$ cat src/rtl/aes_round_sequencer.sv
// -----------------------------------------------------------------------------
// aes_round_sequencer
//
// Iterative AES-128 encryption controller. Owns the 128-bit cipher state and
// performs AddRoundKey internally. SubBytes/ShiftRows/MixColumns are done by an
// external combinational round-function datapath that sees rf_state and
// returns rf_out in the same cycle. One subkey per round is fetched from the
// key-expansion block over a level-held request / valid handshake.
//
// Ports:
//   clk, rst_n            clock, asynchronous active-low reset
//   start, plaintext      host request; plaintext captured when start accepted
//   abort                 synchronous cancel of the operation in progress
//   busy, done            busy while running; done = one-cycle completion pulse
//   ciphertext            result, held until the next completion
//   key_req, key_round    subkey request and index of the wanted subkey
//   key_valid, subkey     key-schedule response (consumed while key_req=1)
//   rf_state, rf_last     state and final-round flag to the round function
//   rf_out                combinational round-function result for rf_state
// -----------------------------------------------------------------------------
module aes_round_sequencer #(
    parameter int NR = 10              // number of cipher rounds, 1..15
) (
    input  logic         clk,
    input  logic         rst_n,
    input  logic         start,
    input  logic         abort,
    input  logic [127:0] plaintext,
    output logic         busy,
    output logic         done,
    output logic [127:0] ciphertext,
    output logic         key_req,
    output logic [3:0]   key_round,
    input  logic         key_valid,
    input  logic [127:0] subkey,
    output logic [127:0] rf_state,
    output logic         rf_last,
    input  logic [127:0] rf_out
);

    localparam logic [0:0] S_IDLE = 1'b0;
    localparam logic [0:0] S_KEY  = 1'b1;

    // Round index of the final round, at the width of the round counter.
    localparam logic [3:0] NR_W = 4'(NR);

    logic [0:0]   fsm_reg,        fsm_next;
    logic [3:0]   round_reg,      round_next;
    logic [127:0] state_reg,      state_next;
    logic [127:0] ciphertext_reg, ciphertext_next;
    logic         done_reg,       done_next;

    // AddRoundKey operand: round 0 whitens the raw plaintext held in the
    // state register; every later round keys the round-function output.
    logic [127:0] ark_src;
    logic [127:0] ark_out;
    logic         last_round;
    logic         first_round;

    assign first_round = (round_reg == 4'd0);
    assign last_round  = (round_reg == NR_W);
    assign ark_src     = first_round ? state_reg : rf_out;

    genvar gi;
    generate
        for (gi = 0; gi < 4; gi++) begin : g_ark
            assign ark_out[32*gi +: 32] = ark_src[32*gi +: 32] ^ subkey[32*gi +: 32];
        end
    endgenerate

    always_comb begin
        fsm_next        = fsm_reg;
        round_next      = round_reg;
        state_next      = state_reg;
        ciphertext_next = ciphertext_reg;
        done_next       = 1'b0;

        case (fsm_reg)
            S_IDLE: begin
                // abort alongside start cancels the request before it begins.
                if (start && !abort) begin
                    state_next = plaintext;
                    round_next = 4'd0;
                    fsm_next   = S_KEY;
                end
            end
            S_KEY: begin
                if (abort) begin
                    // Partial state is left as is; only the round restarts.
                    fsm_next   = S_IDLE;
                    round_next = 4'd0;
                end else if (key_valid) begin
                    if (last_round) begin
                        ciphertext_next = ark_out;
                        done_next       = 1'b1;
                        round_next      = 4'd0;
                        fsm_next        = S_IDLE;
                    end else begin
                        state_next = ark_out;
                        round_next = round_reg + 4'd1;
                    end
                end
            end
            default: begin
                fsm_next   = S_IDLE;
                round_next = 4'd0;
            end
        endcase
    end

    always_ff @(posedge clk or negedge rst_n) begin
        if (!rst_n) begin
            fsm_reg        <= S_IDLE;
            round_reg      <= 4'd0;
            state_reg      <= '0;
            ciphertext_reg <= '0;
            done_reg       <= 1'b0;
        end else begin
            fsm_reg        <= fsm_next;
            round_reg      <= round_next;
            state_reg      <= state_next;
            ciphertext_reg <= ciphertext_next;
            done_reg       <= done_next;
        end
    end

    assign busy       = (fsm_reg == S_KEY);
    assign key_req    = (fsm_reg == S_KEY);
    assign key_round  = round_reg;
    assign done       = done_reg;
    assign ciphertext = ciphertext_reg;
    assign rf_state   = state_reg;
    assign rf_last    = last_round;

endmodule

$ cat config.mk
export PLATFORM = sky130hd
export DESIGN_NAME = aes_round_sequencer
export DESIGN_NICKNAME = d
export VERILOG_FILES = /design/src/rtl/aes_round_sequencer.sv
export SDC_FILE = /design/constraint.sdc
export NUM_CORES = 1
export LEC_CHECK = 0
export BUFFER_PORTS_ARGS = -buffer_cell sky130_fd_sc_hd__buf_4
export CAP_MARGIN = 15
export CORE_AREA = 2 2 253 255
export DETAILED_ROUTE_END_ITERATION = 7
export DIE_AREA = 0 0 255 257
export PLACE_DENSITY = 0.4
export SLEW_MARGIN = 20
export SYNTH_ARGS = -nofsm -noshare
export SYNTH_HDL_FRONTEND = slang
export SYNTH_SLANG_ARGS = --single-unit
$ cat constraint.sdc
create_clock -name clk -period 1.7 [get_ports clk]
set_input_delay 0.085 -clock clk [delete_from_list [all_inputs] [get_ports clk]]
set_output_delay 0.085 -clock clk [all_outputs]
set_load 0.01 [all_outputs]
==> impl_metrics.json, run 1 <==
{
  "clock_path_buffers": 3,
  "crit_path_start": "key_round[0]$_DFFE_PN0P_",
  "failing_checks": "negative hold slack, negative setup slack",
  "path_buf_inv": 5,
  "fin_tns_setup_ns": -64.58,
  "root_buffer": "sky130_fd_sc_hd__clkbuf_16",
  "crit-reg2reg-capture": "rf_state[20]$_DFFE_PN0P_",
  "yosys_warnings": 0,
  "grt_antenna_before_repair": 0,
  "cts-buffers-inserted": 35,
  "drt-wirelength-per-cell_microns": 19.44,
  "place.gp.congestion": 0.8074,
  "final_area_sq_um": 25270,
  "clk_transition_reported_paths_ns": 0.06,
  "syn-num-nets": 1538,
  "rrSetupSlack_ns": -0.34,
  "path_depth": 10,
  "grt_first_pass_wirelength_mm": 85.74,
  "cp_slowest_stage_delay_ns": 0.40,
  "pwr_density_cell_nw_per_um2": 903.0,
  "drive_gt1_share_pct": 42.98,
  "final_core_util_pct": 40.28,
  "floorplan.rows": 92,
  "post_synth.cell_area_avg_sq_um": 10.88,
  "static-leakage-power_nw": 12.12,
  "worst_r2r_startpoint": "key_round[0]$_DFFE_PN0P_",
  "slowest_stage": "sky130_fd_sc_hd__dfrtp_2",
  "layout.cells.most_common_list": "sky130_fd_sc_hd__buf_4 (741), sky130_fd_sc_hd__dlygate4sd3_1 (344), sky130_fd_sc_hd__dfrtp_1 (260), sky130_fd_sc_hd__o21ai_1 (235), sky130_fd_sc_hd__nand2_1 (130)",
  "layout.nets": 2647,
  "setup.worst_path.end": "rf_state[20]$_DFFE_PN0P_",
  "ranking_of_synthesized_cells_by_area": "sky130_fd_sc_hd__dfrtp_1 (53%), sky130_fd_sc_hd__mux2i_1 (10%), sky130_fd_sc_hd__o21ai_1 (10%)",
  "combinational_family_with_the_most_area_after_synthesis": "compound AO/OA/AOI/OAI gates",
  "path_common_cell": "sky130_fd_sc_hd__buf_12",
  "n_antenna_cell": 0,
  "wirelength_mm": 60.72,
  "detail_route.first_pass.iterations": 5,
  "design.core.area_sq_um": 62740,
  "post-route-drc-count": 0,
  "worst_skew_pair.late_latency_ns": 0.53,
  "post-route-min-period_ns": 2.040,
  "setup_viol_count_final": 258,
  "syn_inst": 1146,
  "synth-adder-area-share_pct": 0.3012,
  "final_worst_setup_slack_ns": -0.3400,
  "die_height_microns": 257,
  "synthesis.area_sq_um": 12460,
  "detailedPlacementHpwl_mm": 42.52,
  "drv_slew": 0,
  "synth.ff_latch_count": 262,
  "fin_skew_ns": 0.01623,
  "peakVddDrop_mv": 0.5789,
  "max_clk_rate_mhz": 490.2,
  "final.period_utilization_pct": 120.0,
  "startpoint_type": "flip-flop",
  "die_area_sq_um": 65540,
  "dr_total_vias": 13297,
  "grt_util_all_layers_pct": 17.12,
  "post_drt_via_cell_ratio": 4.256,
  "worst_setup_path_end_kind": "flip-flop",
  "run_status": "finished, violations left",
  "yosys.area_share.simple_pct": 4.678,
  "critical_path_cell_list": "inv_2, ha_4, nor3b_4, buf_6, buf_12, buf_12, mux2i_2, xor2_1, buf_4, o21ai_1",
  "drt-initial-drc-count": 559,
  "synth_top_cell_area_share_pct": 52.61,
  "worst-path-max-fanout": 12,
  "timing.hold.ws_ns": -0.01450,
  "initial_core_utilization_pct": 19.87,
  "worst_pin_slew_ns": 0.4425,
  "worst-endpoint-arrival_ns": 2.45,
  "gr_overflow_total": 0,
  "die-width_microns": 255,
  "clock-sinks": 262,
  "h-tree-depth": 2,
  "number_of_antenna_violating_nets_in_the_routed_design": 0,
  "synth_compound_gate_area_share_pct": 18.39,
  "rr_worst_depth": 10,
  "ioPinCount": 653,
  "slew_headroom_pct": 70.50,
  "post_synth_num_cell_types": 31,
  "syn2layout_area_growth_pct": 102.8,
  "type_of_the_worst_min_delay_path": "primary input to flip-flop",
  "synth.yosys.seq_area_share_pct": 52.61,
  "yosys-mux-area-fraction_pct": 10.28,
  "dpl_cell_area_sq_um": 19150,
  "crit_family": "buffers and inverters",
  "post-layout-total-power_w": 0.02282,
  "number_of_global_route_vias_before_repair": 14224,
  "cap_violations": 0,
  "final_hold_viols": 3,
  "tritoncts": "yes",
  "mostFrequentLayoutCell": "sky130_fd_sc_hd__buf_4",
  "grt_setup_unrepaired": "true",
  "synth_xor_area_share_pct": 9.065,
  "port_buffers": 652,
  "required_ns": 2.11,
  "maximum_number_of_pins_on_one_net_before_global_route_repair": 62,
  "critPathKind": "flip-flop to flip-flop",
  "synth.largest_area_cell": "sky130_fd_sc_hd__dfrtp_1"
}
==> metal layers <==
| layer | track usage (%) | share of wire, % | wire [microns] | vias up |
|---|---|---|---|---|
| met2 | 31.45 | 52 | 31540 | 462 |
| li1 | - | - | - | 6285 |
| met4 | 5.019 | 2.5 | 1534 | 0 |
| met1 | 19.92 | 40 | 24270 | 6466 |
| met5 | 0 | 0 | 0 | - |
| met3 | 3.328 | 5.6 | 3379 | 84 |
==> logic make-up (layout without fill, tap and decap cells) <==
kind of cell    after synthesis  after routing
compound gates              391            391
buf+inv                      90           1219
fa+ha+maj                     3              3
simple gates                143            146
flops                       262            262
mux                         128            128
xor+xnor                    129            129
==> worst min path at each step <==
stage / from / slack (ns) / endpoint / cells past startpoint
after global routing: rf_out[64] / -0.01 / ciphertext[64]$_DFFE_PN0P_ / 4
after detailed placement: rst_n / 0.05 / rf_state[34]$_DFFE_PN0P_ / 1
after CTS: rf_out[109] / 0.0002 / rf_state[109]$_DFFE_PN0P_ / 4
after floorplan: rst_n / -0.21 / busy$_DFF_PN0_ / 0
final: rf_out[64] / -0.01 / ciphertext[64]$_DFFE_PN0P_ / 4
after global placement: rst_n / 0.04 / ciphertext[34]$_DFFE_PN0P_ / 1
==> synthesized netlist by cell type <==
master,count
sky130_fd_sc_hd__a311oi_1,1
sky130_fd_sc_hd__nand3_1,1
sky130_fd_sc_hd__clkbuf_1,37
sky130_fd_sc_hd__and3b_1,1
sky130_fd_sc_hd__ha_1,3
sky130_fd_sc_hd__inv_2,1
sky130_fd_sc_hd__a22o_1,1
sky130_fd_sc_hd__dfrtp_1,262
sky130_fd_sc_hd__mux2i_1,128
sky130_fd_sc_hd__nand2_1,131
sky130_fd_sc_hd__nor3b_1,1
sky130_fd_sc_hd__a22oi_1,127
sky130_fd_sc_hd__xor2_1,129
sky130_fd_sc_hd__nor3b_2,1
sky130_fd_sc_hd__a21oi_1,1
sky130_fd_sc_hd__buf_12,10
sky130_fd_sc_hd__inv_1,4
sky130_fd_sc_hd__nand3b_1,2
sky130_fd_sc_hd__nor3b_4,1
sky130_fd_sc_hd__a221oi_1,1
sky130_fd_sc_hd__o22ai_1,1
sky130_fd_sc_hd__buf_2,30
sky130_fd_sc_hd__buf_4,4
sky130_fd_sc_hd__buf_6,4
sky130_fd_sc_hd__o21ai_1,248
sky130_fd_sc_hd__nor2_1,3
sky130_fd_sc_hd__nor2b_1,1
sky130_fd_sc_hd__a21o_1,1
sky130_fd_sc_hd__o21a_1,1
sky130_fd_sc_hd__o21ai_0,9
sky130_fd_sc_hd__nand2_2,1
==> stage by stage <==
stage / instances / setup slack (ns) / hold slack (ns)
6_report: 3124 / -0.3400 / -0.01450
5_1_grt: 3124 / -0.4497 / -0.01016
4_1_cts: 3097 / -0.3406 / 0.0001568
3_5_place_dp: 2675 / -0.3834 / 0.04508
3_3_place_gp: 2675 / -0.3779 / 0.03686
2_1_floorplan: 1146 / -0.1072 / -0.2106
==> cell type report <==
| class | instances | area (sq um) |
|---|---|---|
| clock buffer | 52 | 1032 |
| clock inverter | 8 | 73.82 |
| fill | 6175 | 37470 |
| inverter | 5 | 21.27 |
| multi-input combinational | 797 | 6223 |
| sequential | 262 | 6559 |
| tap | 846 | 1059 |
| timing repair buffer | 1154 | 10300 |
==> power by group <==
part	internal, W	switching, W
registers	0.00694	0.000815
logic	0.00430	0.00352
clock network	0.00434	0.00290
total	0.0156	0.00724
==> tightest hold or removal path: cells and delay by family <==
family / cells / cell delay (ns)
AO/OA/AOI/OAI: 1 / 0.07
multiplexers: 1 / 0.06
XOR/XNOR: 1 / 0.16
buffers and inverters: 1 / 0.10
==> timing repair <==
| item | CTS | global route |
|---|---|---|
| pin swaps | 37 | 88 |
| endpoints found under the hold margin | 521 | 4 |
| setup endpoints to repair | 259 | 260 |
| gates cloned | 5 | 10 |
| gates resized for setup | 44 | 152 |
| hold buffers | 341 | 3 |
| buffers inserted | 16 | 16 |
No activity file was read; power rests on OpenSTA's default activity.
==> inputs of run 2 (changes only) <==
MAX_ROUTING_LAYER = met4   (was default)
==> run 2 against run 1 <==
Compared with the run above: the flow still finishes with violations (negative hold slack, negative setup slack); worst hold slack gained 0.00087 ns; clock skew shrank 0.0011 ns; clock power is essentially flat; flip-flop and latch count is the same.
==> impl_metrics.json, run 2 (synthesis results as in run 1) <==
{
  "worst-endpoint-arrival_ns": 2.44,
  "place.gp.congestion": 0.8191,
  "required_ns": 2.11,
  "n_antenna_cell": 0,
  "h-tree-depth": 2,
  "fin_skew_ns": 0.01515,
  "dp_worst_slack_ns": -0.3834,
  "detailedPlacementHpwl_mm": 42.52,
  "gr_overflow_total": 0,
  "initial_core_utilization_pct": 19.87,
  "post_drt_via_cell_ratio": 4.252,
  "clk_transition_reported_paths_ns": 0.06,
  "grt_util_all_layers_pct": 17.63,
  "post-route-min-period_ns": 2.035,
  "drv_slew": 0,
  "die-width_microns": 255,
  "layout.nets": 2647,
  "post-layout-total-power_w": 0.02280,
  "worst-path-max-fanout": 12,
  "failing_checks": "negative hold slack, negative setup slack",
  "dr_total_vias": 13284,
  "grt_first_pass_wirelength_mm": 85.64,
  "multi_input_area_sq_um": 6223,
  "worst_skew_pair.late_latency_ns": 0.53,
  "drt-wirelength-per-cell_microns": 19.44,
  "crit_path_start": "key_round[0]$_DFFE_PN0P_",
  "static-leakage-power_nw": 12.12,
  "detail_route.first_pass.iterations": 5,
  "drt-initial-drc-count": 582,
  "worst_r2r_startpoint": "key_round[0]$_DFFE_PN0P_",
  "crit-reg2reg-capture": "rf_state[20]$_DFFE_PN0P_",
  "grt_setup_unrepaired": "true",
  "rrSetupSlack_ns": -0.33,
  "drive_gt1_share_pct": 42.98,
  "tritoncts": "yes",
  "number_of_global_route_vias_before_repair": 14243,
  "share_of_total_power_in_combinational_logic_pct": 34.3,
  "finish.cell_count_without_fillers": 3124,
  "type_of_the_worst_min_delay_path": "primary input to flip-flop",
  "grt_antenna_before_repair": 0,
  "rr_worst_depth": 10,
  "seq_area_sq_um": 6559,
  "final_worst_setup_slack_ns": -0.3348,
  "post-route-drc-count": 0,
  "wirelength_mm": 60.72,
  "critPathKind": "flip-flop to flip-flop",
  "power.share.sequential_pct": 34.0,
  "pwr_density_cell_nw_per_um2": 902.2,
  "maximum_number_of_pins_on_one_net_before_global_route_repair": 62,
  "ioPinCount": 653,
  "gr-usage-met3_pct": 3.126,
  "netSwitchingPower_w": 0.007218,
  "startpoint_type": "flip-flop",
  "design.core.area_sq_um": 62740,
  "cap_violations": 0,
  "root_buffer": "sky130_fd_sc_hd__clkbuf_16",
  "grtUsageMet2_pct": 31.42,
  "die_area_sq_um": 65540,
  "cts-buffers-inserted": 35,
  "most_heavily_used_metal_layer_in_global_routing": "met2",
  "run_status": "finished, violations left",
  "die_height_microns": 257,
  "layout.cells.most_common_list": "sky130_fd_sc_hd__buf_4 (741), sky130_fd_sc_hd__dlygate4sd3_1 (344), sky130_fd_sc_hd__dfrtp_1 (260), sky130_fd_sc_hd__o21ai_1 (235), sky130_fd_sc_hd__nand2_1 (130)",
  "floorplan.rows": 92,
  "final_hold_viols": 3,
  "setup_viol_count_final": 258,
  "port_buffers": 652,
  "number_of_antenna_violating_nets_in_the_routed_design": 0,
  "final_area_sq_um": 25270,
  "clock-sinks": 262,
  "p_clk_share_pct": 31.7,
  "timing.hold.ws_ns": -0.01363,
  "slew_headroom_pct": 70.52,
  "final.period_utilization_pct": 119.7,
  "num-fill-cells": 6175,
  "setup.worst_path.end": "rf_state[20]$_DFFE_PN0P_",
  "switching_share_pct": 31.66,
  "mostFrequentLayoutCell": "sky130_fd_sc_hd__buf_4",
  "dpl.cell_count": 2675,
  "dpl_cell_area_sq_um": 19150,
  "grt_util_met1_pct": 20.06,
  "clock_path_buffers": 3,
  "internal-power_w": 0.01558,
  "worst_pin_slew_ns": 0.4421,
  "peakVddDrop_mv": 0.5777,
  "max_clk_rate_mhz": 491.4,
  "syn2layout_area_growth_pct": 102.8,
  "worst_setup_path_end_kind": "flip-flop"
}
==> run 2: cell counts in the layout (fill, tap and decap cells not counted) <==
Identical to the previous run, type by type.
==> run 2: layout make-up <==
cell class / count / area share, %
inverters: 5 / 0.08418
clock inverters: 8 / 0.2921
well taps: 846 / 4.189
repair buffers: 1154 / 40.77
flip-flops and latches: 262 / 25.96
multi-input cells: 797 / 24.63
clock buffers: 52 / 4.085
==> run 2: metal layers <==
metal | share of wire [%] | wire length, microns | vias up
li1 | - | - | 6275
met1 | 40 | 24270 | 6459
met2 | 52 | 31600 | 463
met3 | 5.5 | 3316 | 87
met4 | 2.5 | 1534 | 0
met5 | 0 | 0 | -
==> run 2: power groups by stage <==
stage	sequential [W]	clock, W	combinational [W]
floorplan	0.00786	0	0.00276
global placement	0.00776	0	0.00609
detailed placement	0.00773	0	0.00614
CTS	0.00767	0.00752	0.00720
global route	0.00782	0.00772	0.00839
finish	0.00775	0.00723	0.00782
==> run 2: critical path, stage by stage, from the launching register on <==
cell                      delay (ns)
sky130_fd_sc_hd__dfrtp_2        0.40
sky130_fd_sc_hd__inv_2          0.07
sky130_fd_sc_hd__ha_4           0.11
sky130_fd_sc_hd__nor3b_4        0.21
sky130_fd_sc_hd__buf_6          0.15
sky130_fd_sc_hd__buf_12         0.17
sky130_fd_sc_hd__buf_12         0.16
sky130_fd_sc_hd__mux2i_2        0.23
sky130_fd_sc_hd__xor2_1         0.18
sky130_fd_sc_hd__buf_4          0.15
sky130_fd_sc_hd__o21ai_1        0.05
==> run 2: worst min-delay path by stage <==
stage                startpoint                          to  depth (start not counted)
floorplan                 rst_n              busy$_DFF_PN0_                          0
global placement          rst_n  ciphertext[34]$_DFFE_PN0P_                          1
detailed placement        rst_n    rf_state[34]$_DFFE_PN0P_                          1
CTS                 rf_out[109]   rf_state[109]$_DFFE_PN0P_                          4
global route         rf_out[64]  ciphertext[64]$_DFFE_PN0P_                          4
finish               rf_out[64]  ciphertext[64]$_DFFE_PN0P_                          4
==> run 2: timing repair <==
action                     CTS  global route
cloned                       5            10
hold buffers               341             3
resized for setup           44           152
pin swaps                   37            88
buffers inserted            16            16
hold endpoints to repair   521             4
setup endpoints to repair  259           260
==> run 2: through the flow <==
step	hold WS, ns	setup TNS [ns]	utilization, %
after CTS	0.0001568	-68.24	38.39
after global routing	-0.008867	-95.11	40.28
after floorplan	-0.2106	-24.31	-
after global placement	0.03686	-64.69	30.52
after detailed placement	0.04508	-68.60	30.52
final	-0.01363	-64.03	40.28
